<file path="config.mk">
export PLATFORM = sky130hd
export DESIGN_NAME = deser_queue
export DESIGN_NICKNAME = d
export VERILOG_FILES = /design/src/rtl/deser_queue.sv
export SDC_FILE = /design/constraint.sdc
export NUM_CORES = 1
export LEC_CHECK = 0
export CAP_MARGIN = 20
export CORE_MARGIN = 4
export CORE_UTILIZATION = 50
export CTS_BUF_LIST = sky130_fd_sc_hd__clkbuf_8
export DETAILED_ROUTE_END_ITERATION = 10
export DONT_BUFFER_PORTS = 1
export PLACE_DENSITY = 0.7
export RECOVER_POWER = 25
export SKIP_LAST_GASP = 1
export SYNTH_ARGS = -nofsm -noshare
export SYNTH_HDL_FRONTEND = slang
export SYNTH_SLANG_ARGS = --single-unit
</file>
<file path="constraint.sdc">
create_clock -name clock1M -period 3.7 [get_ports clock1M]
set_clock_uncertainty 0.2 [all_clocks]
set_input_delay 0.74 -clock clock1M [delete_from_list [all_inputs] [get_ports clock1M]]
set_output_delay 0.74 -clock clock1M [all_outputs]
set_load 0.01 [all_outputs]
</file>
<file path="src/rtl/deser_queue.sv">
// rtl/deser_queue.sv - serial-to-parallel deserializer feeding a circular word queue with occupancy backpressure
// Optional feature macro: DESER_PARITY_EN (one even-parity bit per word; mismatching words are dropped).
module deser_queue #(
    parameter int DATA_W  = 8,
    parameter int DEPTH   = 8,
    parameter int BIT_DIV = 10,
    localparam int LEN_W  = $clog2(DEPTH + 1)
) (
    input  logic              clock1M,
    input  logic              reset,
    input  logic              data_in,
    input  logic              write_in,
    input  logic              dequeue_in,
    output logic [DATA_W-1:0] data_out,
    output logic              valid_out,
    output logic              status_out,
    output logic [LEN_W-1:0]  len_out,
    output logic              full_out,
    output logic              empty_out,
    output logic              parity_err_out
);

    localparam int PTR_W = $clog2(DEPTH);
    localparam int DIV_W = (BIT_DIV > 1) ? $clog2(BIT_DIV) : 1;
    localparam int CNT_W = $clog2(DATA_W + 1);

`ifdef DESER_PARITY_EN
    typedef enum logic [1:0] {S_COLLECT = 2'd0, S_PARITY = 2'd1, S_HOLD = 2'd2} state_t;
`else
    typedef enum logic [1:0] {S_COLLECT = 2'd0, S_HOLD = 2'd2} state_t;
`endif

    state_t              state_q, state_d;
    logic [DIV_W-1:0]    div_q;
    logic [DATA_W-1:0]   shreg_q, shreg_d;
    logic [CNT_W-1:0]    bitcnt_q, bitcnt_d;
    logic [DATA_W-1:0]   mem_q [DEPTH];
    logic [PTR_W-1:0]    wr_ptr_q, rd_ptr_q;
    logic [LEN_W-1:0]    cnt_q;
    logic [DATA_W-1:0]   data_q;
    logic                valid_q;
    logic                tick;
    logic                full;
    logic                empty;
    logic                pop;
    logic                push;

    assign tick  = (div_q == DIV_W'(BIT_DIV - 1));
    assign full  = (cnt_q == LEN_W'(DEPTH));
    assign empty = (cnt_q == '0);
    assign pop   = dequeue_in && !empty;
    // A granted pop frees a slot in the same edge, so a full queue still accepts the held word.
    assign push  = (state_q == S_HOLD) && (!full || pop);

    always_ff @(posedge clock1M or negedge reset) begin
        if (!reset) begin
            div_q <= '0;
        end else if (tick) begin
            div_q <= '0;
        end else begin
            div_q <= div_q + DIV_W'(1);
        end
    end

    always_ff @(posedge clock1M or negedge reset) begin
        if (!reset) begin
            state_q  <= S_COLLECT;
            shreg_q  <= '0;
            bitcnt_q <= '0;
        end else begin
            state_q  <= state_d;
            shreg_q  <= shreg_d;
            bitcnt_q <= bitcnt_d;
        end
    end

`ifdef DESER_PARITY_EN
    logic perr_q, perr_d;

    always_ff @(posedge clock1M or negedge reset) begin
        if (!reset) begin
            perr_q <= 1'b0;
        end else begin
            perr_q <= perr_d;
        end
    end

    assign parity_err_out = perr_q;
`else
    assign parity_err_out = 1'b0;
`endif

    always_comb begin
        state_d  = state_q;
        shreg_d  = shreg_q;
        bitcnt_d = bitcnt_q;
`ifdef DESER_PARITY_EN
        perr_d   = 1'b0;
`endif
        case (state_q)
            S_COLLECT: begin
                if (tick && write_in) begin
                    shreg_d  = {shreg_q[DATA_W-2:0], data_in};
                    bitcnt_d = bitcnt_q + CNT_W'(1);
                    if (bitcnt_q == CNT_W'(DATA_W - 1)) begin
`ifdef DESER_PARITY_EN
                        state_d = S_PARITY;
`else
                        state_d = S_HOLD;
`endif
                    end
                end
            end
`ifdef DESER_PARITY_EN
            S_PARITY: begin
                // Even parity: the parity bit equals the XOR of the data bits.
                if (tick && write_in) begin
                    if (data_in == ^shreg_q) begin
                        state_d = S_HOLD;
                    end else begin
                        perr_d   = 1'b1;
                        state_d  = S_COLLECT;
                        bitcnt_d = '0;
                    end
                end
            end
`endif
            S_HOLD: begin
                if (push) begin
                    state_d  = S_COLLECT;
                    bitcnt_d = '0;
                end
            end
            default: begin
                state_d  = S_COLLECT;
                bitcnt_d = '0;
            end
        endcase
    end

    always_ff @(posedge clock1M or negedge reset) begin
        if (!reset) begin
            for (int i = 0; i < DEPTH; i++) begin
                mem_q[i] <= '0;
            end
            wr_ptr_q <= '0;
            rd_ptr_q <= '0;
            cnt_q    <= '0;
            data_q   <= '0;
            valid_q  <= 1'b0;
        end else begin
            valid_q <= pop;
            if (push) begin
                mem_q[wr_ptr_q] <= shreg_q;
                wr_ptr_q        <= wr_ptr_q + PTR_W'(1);
            end
            if (pop) begin
                data_q   <= mem_q[rd_ptr_q];
                rd_ptr_q <= rd_ptr_q + PTR_W'(1);
            end
            case ({push, pop})
                2'b10:   cnt_q <= cnt_q + LEN_W'(1);
                2'b01:   cnt_q <= cnt_q - LEN_W'(1);
                default: cnt_q <= cnt_q;
            endcase
        end
    end

    assign data_out   = data_q;
    assign valid_out  = valid_q;
    assign status_out = (state_q != S_HOLD);
    assign len_out    = cnt_q;
    assign full_out   = full;
    assign empty_out  = empty;

endmodule

</file>
## Yosys cells after proc, flatten, opt, wreduce, memory -nomap -nowiden

Index checks and enable logic that the tools add are counted.

| word-level totals | value |
|---|---|
| memories kept | 0 |
| flip-flop bits (word level) | 101 |
| ROM bits | 0 |
| output and inout bits | 17 |
| latch bits | 0 |
| bits of input ports | 5 |
| memory bits (writable) | 0 |
| word-level logic and storage cells | 66 |

| operators by class | value |
|---|---|
| multipliers | 0 |
| magnitude comparators | 3 |
| mux-type cells | 15 |
| equality and inequality tests | 10 |
| $add $sub $neg | 6 |
| reduce and logical (&&, ||, !) cells | 13 |
| div/mod/pow operators | 0 |
| bitwise gates (word level) | 2 |
| shift-type cells | 0 |

Operators by type and width:

| operator | number |
|---|---|
| $bwmux 64 | 1 |
| $bmux 8 s3 | 1 |
| $demux 8 s3 | 1 |
| $mux 8 | 3 |
| $pmux 4 s2 | 2 |
| $add 4x1->4 const B | 3 |
| $mux 4 | 3 |
| $eq 4x4->1 const B | 2 |
| $ge 4x4->1 const B | 2 |
| $ne 2x2->1 const B | 4 |
| $not 3->4 | 2 |
| $add 3x1->3 const B | 2 |
| $mux 2 | 3 |
| $eq 2x2->1 const B | 2 |
| $eq 4x3->1 const B | 1 |
| $logic_and 1x1->1 | 4 |
| $logic_not 4->1 | 1 |
| $lt 4x1->1 const B | 1 |
| $pmux 2 s2 | 1 |
| $reduce_and 2->1 | 2 |
| $sub 4x1->4 const B | 1 |
| $reduce_and 3->1 | 1 |
| $eq 2x1->1 const B | 1 |
| $logic_not 1->1 | 2 |
| other kinds (3) | 3 |

## Depth between registers and ports, before layout

Gate-level depths: netlist of the first run.

| logic depth | value |
|---|---|
| depth in word-level cells | 7 |
| gate-level depth with buffers | 10 |
| gate-level depth less buffers | 8 |

## Least setup slack after synthesis of the first run

OpenSTA, ideal clock, no wires.

| timing path | value |
|---|---|
| path kind | reg2reg |
| from | reg cnt_q[0], in the netlist len_out[0] |
| to | reg cnt_q[3], in the netlist len_out[3] |
| setup time | 116 ps |
| path buffers | 1 |
| period minus slack after synthesis | 2768 ps |
| data arrival time | 2453 ps |
| data required time | 3384 ps |
| setup slack | 932 ps |
| stages on the path, launching flop included | 9 |
| path through | dfrtp_1 clkbuf_1 o41ai_2 inv_1 ha_1 ha_1 a21oi_1 o21ai_0 o311ai_0 |

| between the ends | value |
|---|---|
| word-level cells in the longest chain between the ends | 7 |
| elaborated cells between the ends (all ways) | 13 |
| those cells by class | add/sub (2); eq/ne (3); mux (1); reduce/logical (7) |

RTL lines:

| element | line | text |
|---|---|---|
| start: declaration | 39 | `logic [LEN_W-1:0] cnt_q;` |
| start signal: assignment | 162 | `2'b10: cnt_q <= cnt_q + LEN_W'(1);` |
| start signal: assignment | 163 | `2'b01: cnt_q <= cnt_q - LEN_W'(1);` |
| start signal: assignment | 164 | `default: cnt_q <= cnt_q;` |
| $logic_not 4->1 (*) | 50 | `assign empty = (cnt_q == '0);` |
| $logic_not 1->1 (*) | 51 | `assign pop = dequeue_in && !empty;` |
| $logic_and 1x1->1 (*) | 51 |  |
| net pop | 45 | `logic pop;` |
| $logic_or 1x1->1 | 53 | `assign push = (state_q == S_HOLD) && (!full \|\| pop);` |
| $logic_and 1x1->1 | 53 |  |
| $eq 2x1->1 or $eq 2x2->1 (tied branches) | 161 | `case ({push, pop})` |
| $pmux 4 s2 or $reduce_bool 2->1 (tied branches) | - |  |

The timed path passes the listed nets; every way through them passes the cells marked *.
A chain may end at the register's enable or synchronous reset.

## Final worst setup path of the first run

| timing path | value |
|---|---|
| from | reg cnt_q[0], in the netlist len_out[0] |
| to | reg cnt_q[3], in the netlist len_out[3] |

| between the ends | value |
|---|---|
| elaborated cells between the ends (all ways) | 13 |
| those cells by class | add/sub (2); eq/ne (3); mux (1); reduce/logical (7) |

RTL lines:

| element | line | text |
|---|---|---|
| $eq 4x4->1 (*) | 49 | `assign full = (cnt_q == LEN_W'(DEPTH));` |
| net full_out | 18 | `output logic full_out,` |
| $logic_not 1->1 (*) | 53 |  |
| $logic_or 1x1->1 (*) | 53 |  |
| $logic_and 1x1->1 (*) | 53 |  |
| $eq 2x1->1 or $eq 2x2->1 (tied branches) | 161 |  |
| $pmux 4 s2 or $reduce_bool 2->1 (tied branches) | - |  |

Marked as above.

==> summary.md, run 1 <==
| Metric | Value |
|---|---|
| ANT cells | `0` |
| Pre-Repair DR Iteration Count | `4` |
| Synth top area cells | `dfrtp_1 (54%), mux2_2 (21%), mux2i_1 (3.7%)` |
| PD cells | `546 nW/µm²` |
| Final global-route overflow total | `0` |
| Post-synth ARST share | `1.00` |
| Die Wd | `104 µm` |
| Final Critical Period | `2.94 ns` |
| DR iter-0 viols | `145` |
| Gate power share | `0.238` |
| Final hold vios | `0` |
| Adder-cell share of the synthesized area | `0.0205` |
| Final WL | `8320 µm` |
| Crit path required time | `3.75 ns` |
| Setup TNS | `0 ns` |
| Post-Synth XOR/XNOR Area | `0.0132` |
| Syn Area/Cell | `13.1 µm²` |
| First-pass GRT wire length | `14000 µm` |
| Sequential share of power | `0.520` |
| Clock share of power | `0.242` |
| Total Routing Usage GR | `0.163` |
| Vias in the first global route | `2655` |
| Clock sinks | `100` |
| Syn Nets | `366` |
| Hold/Removal Path Class | `reg -> reg` |
| Failing checks | `capacitance limit, slew limit` |
| DRC | `0` |
| Sw frac | `0.351` |
| TritonCTS clock tree | `yes` |
| Final setup fails | `0` |
| Synthesized flop and latch total | `100` |
| RR Endpoint | `len_out[3]` |
| Ports | `22` |
| Mux contribution to synthesized area | `0.253` |
| Worst Hold Launch | `mem_q[11]` |
| Largest family of logic cells by synthesized area | `multiplexers` |
| Share of cells above drive strength 1 | `0.336` |
| Crit end category | `register` |
| Clk buf depth | `2` |
| Worst VDD drop | `0.217 mV` |
| Psw | `932 µW` |
| Final GP Congestion | `0.724` |
| Share of the yosys chip area belonging to registers | `0.540` |
| Most common cell in the synthesized netlist | `dfrtp_1` |
| Gate count of the mapped netlist | `354` |
| Max-cap violations | `1` |
| Num CTS Buffers | `9` |
| Full die area | `10900 µm²` |
| Critical Path Start | `len_out[0]` |
| Layout area overhead | `5.05%` |
| Reg-to-Reg Start | `len_out[0]` |
| Setup WS pre-CTS | `0.685 ns` |
| Post-Syn Area | `4630 µm²` |
| Largest net degree at the start of global routing | `101` |
| Int Pwr | `1.73 mW` |
| FF-to-FF path depth | `7` |
| Final WS setup | `0.757 ns` |
| Critical path class | `reg -> reg` |
| Antenna viol nets, final | `0` |
| Synth warn | `0` |
| Clock slew at reported path FFs | `0.10 ns` |
| Clock Latency Late Sink | `0.36 ns` |
| Crit path DAT | `3.00 ns` |
| Compound-Gate Fraction of Synth Area | `0.0611` |
| WL/cell | `18.1 µm` |
| Library cells used by synthesis | `46` |
| Top-area cell type share of the netlist area | `0.540` |
| Vias per inst | `5.70` |
| Leakage | `2.38 nW` |
| Vias post-DR | `2618` |
| Initial antenna violation count | `0` |
| Port bufs | `0` |
| Max Slew Vio Count | `101` |
| Worst Tran Pin Value | `2.39 ns` |
| Max_slew headroom | `-0.594` |
| Max FO, Critical Path | `8` |
| Final net count | `358` |
| Num rows | `34` |
| Die Span Y | `104 µm` |
| Ys flop type | `dfrtp_1` |
| RSZ-0062 raised after global routing | `false` |
| Yosys top cell by area | `dfrtp_1` |
| Reg2reg setup slack | `0.76 ns` |
| Final period utilization | `0.795` |
| Post-synth EDFFs | `0` |
| Core footprint | `8850 µm²` |
| F_max | `340 MHz` |
| Status | `complete, but fails checks` |
| CP startpoint kind | `register` |
| Initial Util | `0.523` |
| Detailed placement HPWL | `5340 µm` |
| Simple-gate share of the synthesized area | `0.0773` |
| H-Tree Depth | `3` |
| Root Driver | `clkbuf_8` |
| Fillers | `740` |
| CTS resizes | `0` |
| Synth top cells by count | `dfrtp_1 (100), mux2_2 (87), nand2_1 (22), mux2i_1 (17), o21ai_0 (16)` |
| Worst setup endpoint | `len_out[3]` |
==> final cells by class <==
type / instances / area [µm²] / area share
clock buffers: 9 / 124 / 0.0255
clock inverters: 7 / 57.6 / 0.0118
inverters: 12 / 45.0 / 0.00926
multi-input cells: 219 / 1970 / 0.406
flip-flops and latches: 100 / 2500 / 0.514
well taps: 108 / 135 / 0.0278
repair buffers: 4 / 27.5 / 0.00566
==> sequential cells by signal (all words and copies together), names as in the netlist <==
register,flops
div_q,4
rd_ptr_q,3
shreg_q,8
wr_ptr_q,3
mem_q,64
data_out,8
state_q,1
valid_out,1
len_out,4
bitcnt_q,4
==> cells in the final DEF, fill, tap and decap left out, drive strengths merged, types with 3 or more instances in the layout <==
cell type,count
xnor2,6
dfrtp,100
nand4b,3
nand3,8
buf,3
clkbuf,10
o21ai,17
a221o,8
mux2,89
inv,16
nand2,23
nor2,5
nand2b,4
ha,6
o22ai,8
mux2i,17
==> what timing repair did <==
item,CTS,global route
buffers inserted,0,0
setup endpoints to repair,0,0
hold buffers,1,0
hold endpoints to repair,100,0
==> power groups by stage <==
stage	Combinational, mW	Sequential, mW	Clock, mW
2_1_floorplan	0.538	1.31	0
3_3_place_gp	0.594	1.40	0
3_5_place_dp	0.616	1.41	0
4_1_cts	0.643	1.38	0.667
5_1_grt	0.696	1.40	0.722
6_report	0.632	1.38	0.644
==> worst min-delay path by stage <==
| stage | to | slack [ns] | cells past startpoint |
|---|---|---|---|
| floorplan | bitcnt_q[0] | 0.24 | 0 |
| global placement | div_q[1] | 0.25 | 0 |
| detailed placement | div_q[0] | 0.25 | 0 |
| CTS | shreg_q[3] | 0.11 | 1 |
| global route | shreg_q[0] | 0.30 | 1 |
| finish | mem_q[11] | 0.31 | 1 |
==> cells by family (layout without fill, tap and decap cells) <==
group / Yosys count / in the layout
xor gates and xnor gates: 7 / 7
muxes: 106 / 106
AOI/OAI and AO/OA: 41 / 41
adders and majority gates: 7 / 7
DFF: 100 / 100
other: 1 / 1
and+or+nand+nor: 57 / 57
buffers and inverters: 35 / 32
==> routing by layer <==
| layer | wire [µm] | global-route usage | up-vias |
|---|---|---|---|
| li1 | - | - | 1257 |
| met1 | 4020 | 0.227 | 1323 |
| met2 | 3980 | 0.254 | 29 |
| met3 | 209 | 0.0292 | 9 |
| met4 | 116 | 0.0617 | 0 |
| met5 | 0 | 0 | - |
==> per-stage QoR <==
step	cells	instance area, µm²	total power [mW]	utilization	hold slack [ns]
floorplan	354	4630	1.85	-	0.244
global placement	442	4680	1.99	0.529	0.248
detailed placement	442	4680	2.02	0.529	0.246
CTS	459	4890	2.69	0.552	0.108
global route	459	4860	2.82	0.550	0.297
finish	459	4860	2.66	0.550	0.308
==> critical path, cell delays in order, from the launching register on <==
cell and delay, ns:
dfrtp_1 0.54, nor4b_4 0.43, a21o_1 0.32, ha_1 0.36, ha_1 0.29, a21oi_1 0.24
o21ai_0 0.15, o311ai_0 0.31
Note: power is estimated with default switching activity, not from simulation.
==> run 2: changes to the inputs <==
--- a/config.mk
+++ b/config.mk
@@ -11,7 +11,7 @@
 export CTS_BUF_LIST = sky130_fd_sc_hd__clkbuf_8
 export DETAILED_ROUTE_END_ITERATION = 10
 export DONT_BUFFER_PORTS = 1
-export PLACE_DENSITY = 0.7
+export PLACE_DENSITY = 0.73
 export RECOVER_POWER = 25
 export SKIP_LAST_GASP = 1
 export SYNTH_ARGS = -nofsm -noshare
==> constraint.sdc (replaced) <==
create_clock -name clock1M -period 2.6 [get_ports clock1M]
set_clock_uncertainty 0.2 [all_clocks]
set_input_delay 0.52 -clock clock1M [delete_from_list [all_inputs] [get_ports clock1M]]
set_output_delay 0.52 -clock clock1M [all_outputs]
set_load 0.01 [all_outputs]
==> run 2 against run 1 <==
  * The run ends with hold timing left
  * Sequential cell count did not move
  * Cell area rose by 1.3%
  * Maximum frequency rose by 22%
  * Hold slack got worse by 0.67 ns
  * Core utilization rose by 0.74 points
  * Via count rose by 2.2%
  * Total power rose by 44%
  * Count of clock-buffer cells in the layout rose by 1
  * Largest cell class unchanged
  * Highest routed layer unchanged
==> summary.md, run 2 (synthesis results as in run 1) <==
| Metric | Value |
|---|---|
| Critical Path Start | `len_out[3]` |
| PD cells | `779 nW/µm² (+42%)` |
| Vias per inst | `5.77 (+1.1%)` |
| Hold/Removal Path Class | `in -> async` |
| H-Tree Depth | `3 (unchanged)` |
| Final Cell Area | `4930 µm² (+1.3%)` |
| DRC | `0 (unchanged)` |
| Crit path DAT | `2.45 ns (-0.55 ns)` |
| Clock Latency Late Sink | `0.36 ns (about the same)` |
| WL/cell | `17.8 µm (-2.0%)` |
| Most frequent cells in the layout | `dfrtp_1 (97), mux2_2 (87), nand2_1 (22), mux2i_1 (17), o21ai_0 (16)` |
| CP Cell Sequence | `o41ai_4 > inv_2 > ha_2 > ha_1 > inv_1 > nor4_2 > nand4b_1 > o311ai_1` |
| Critical path depth in cells | `8 (+1)` |
| Die Wd | `104 µm (unchanged)` |
| Clk buf depth | `2 (unchanged)` |
| Post-CTS Setup Bufs | `0 (unchanged)` |
| Num CTS Buffers | `9 (unchanged)` |
| Initial antenna violation count | `0 (unchanged)` |
| ANT cells | `0 (unchanged)` |
| Port bufs | `0 (unchanged)` |
| Share of cells above drive strength 1 | `0.368 (+0.0318)` |
| Crit path required time | `2.63 ns (-1.12 ns)` |
| Vias post-DR | `2675 (+2.2%)` |
| Tot Pwr | `3.84 mW (+44%)` |
| Critical path's top delay family | `adder cells` |
| Final GP Congestion | `0.714 (-1.3%)` |
| Root Driver | `clkbuf_8` |
| Leakage | `2.40 nW (+0.77%)` |
| Vias in the first global route | `2676 (+0.79%)` |
| Pre-Repair DR Iteration Count | `4 (unchanged)` |
| CP startpoint kind | `register` |
| Final hold vios | `100 (+100)` |
| Max reg flops | `64 (unchanged)` |
| Final net count | `363 (+1.4%)` |
| RSZ-0062 raised after global routing | `false` |
| Total Routing Usage GR | `0.158 (-0.00508)` |
| F_max | `415 MHz (+22%)` |
| Sequential share of power | `0.491 (-0.029)` |
| Initial Util | `0.523 (unchanged)` |
| Worst VDD drop | `0.385 mV (+77%)` |
| Final global-route overflow total | `0 (unchanged)` |
| Max_slew headroom | `0.520 (+1.11)` |
| Most common cell after layout, fill and taps aside | `dfrtp_1` |
| Reg2reg setup slack | `0.19 ns (-0.57 ns)` |
| Int Pwr | `2.53 mW (+46%)` |
| Full die area | `10900 µm² (unchanged)` |
| Clock slew at reported path FFs | `0.10 ns (about the same)` |
| CP peak stage delay | `0.48 ns (-0.06 ns)` |
| Max-cap violations | `0 (-1)` |
| Clock sinks | `100 (unchanged)` |
| Sw frac | `0.341 (-0.00951)` |
| Max FO, Critical Path | `8 (unchanged)` |
| Buf/Inv on CP | `2 (+2)` |
| Worst Tran Pin Value | `0.719 ns (-1.67 ns)` |
| Gate power share | `0.276 (+0.038)` |
| Largest net degree at the start of global routing | `101 (unchanged)` |
| Psw | `1.31 mW (+40%)` |
| Max Slew Vio Count | `0 (-100%)` |
| Crit end category | `register` |
| Die Span Y | `104 µm (unchanged)` |
| TritonCTS clock tree | `yes` |
| Worst Hold Slack | `-0.360 ns (-0.667 ns)` |
| Layout area overhead | `6.46%` |
| Setup TNS | `0 ns (unchanged)` |
| Num rows | `34 (unchanged)` |
| First-pass GRT wire length | `13700 µm (-2.0%)` |
| Final WL | `8250 µm (-0.91%)` |
| DR iter-0 viols | `203 (+40%)` |
| Fillers | `728 (-1.6%)` |
| Status | `complete, but fails checks` |
| Final period utilization | `0.927 (+0.132)` |
| Post-Place Cell Area | `4740 µm² (+1.3%)` |
| Critical path class | `reg -> reg` |
| Final WS setup | `0.189 ns (-0.569 ns)` |
| Ports | `22 (unchanged)` |
| RR Endpoint | `len_out[3]` |
| Final Critical Period | `2.41 ns (-0.531 ns)` |
| Setup WS pre-CTS | `0.0424 ns (-0.643 ns)` |
| Final setup fails | `0 (unchanged)` |
| Failing checks | `hold timing` |
| Core footprint | `8850 µm² (unchanged)` |
| Most flop-heavy register | `mem_q` |
| Slowest cell on crit path | `dfrtp_2` |
| Detailed placement HPWL | `5390 µm (+1.1%)` |
| FF-to-FF path depth | `8 (+1)` |
| Clock share of power | `0.233 (-0.009)` |
| Antenna viol nets, final | `0 (unchanged)` |
| Reg-to-Reg Start | `len_out[3]` |
==> run 2: worst max-delay path by stage <==
stage                 end
3_3_place_gp   len_out[3]
6_report       len_out[3]
5_1_grt        len_out[3]
2_1_floorplan  len_out[3]
4_1_cts        len_out[3]
3_5_place_dp   len_out[3]
==> run 2: worst register-to-register path: cells and delay by family, from the launching register on <==
family / cells / cell delay, ns
adder cells (fa/ha/maj): 2 / 0.57
flip-flops: 1 / 0.48
AO/OA/AOI/OAI: 2 / 0.47
AND/OR/NAND/NOR: 2 / 0.39
buffers and inverters: 2 / 0.18
==> run 2: through the flow <==
| step | utilization | std cells |
|---|---|---|
| final | 0.557 | 464 |
| after detailed placement | 0.535 | 448 |
| after floorplan | - | 354 |
| after CTS | 0.556 | 464 |
| after global placement | 0.535 | 448 |
| after global routing | 0.557 | 464 |
==> run 2: layer usage <==
metal | track usage | wire, µm | vias to the layer above
met1 | 0.214 | 3930 | 1351
met4 | 0.0617 | 133 | 0
li1 | - | - | 1274
met5 | 0 | 0 | -
met2 | 0.257 | 4020 | 38
met3 | 0.0217 | 160 | 12
==> run 2: what timing repair did <==
item	CTS	global route
resized for setup	0	7
hold endpoints to repair	100	100
setup endpoints to repair	0	1
==> run 2: area by class of cell <==
cell class                      count  area (µm²)  area share
Tap cell                          108         135      0.0274
Inverter                           12        45.0     0.00914
Sequential cell                   100        2510       0.508
Timing Repair Buffer                9        67.6      0.0137
Clock inverter                      6        41.3     0.00838
Clock buffer                       10         138      0.0279
Multi-Input combinational cell    219        2000       0.405
==> run 2: power groups by stage <==
stage	logic, mW	registers, mW	clock network, mW
2_1_floorplan	0.774	1.87	0
3_3_place_gp	1.01	1.90	0
3_5_place_dp	1.04	1.91	0
4_1_cts	1.04	1.88	0.911
5_1_grt	1.17	1.91	0.976
6_report	1.06	1.88	0.896
==> run 3: changes to the inputs <==
--- a/config.mk
+++ b/config.mk
@@ -5,6 +5,7 @@
 export SDC_FILE = /design/constraint.sdc
 export NUM_CORES = 1
 export LEC_CHECK = 0
+export ABC_CLOCK_PERIOD_IN_PS = 2600
 export CAP_MARGIN = 20
 export CORE_MARGIN = 4
 export CORE_UTILIZATION = 50
==> results of run 3 <==
The final DEF is identical to that of run 2; final timing and power are the same.
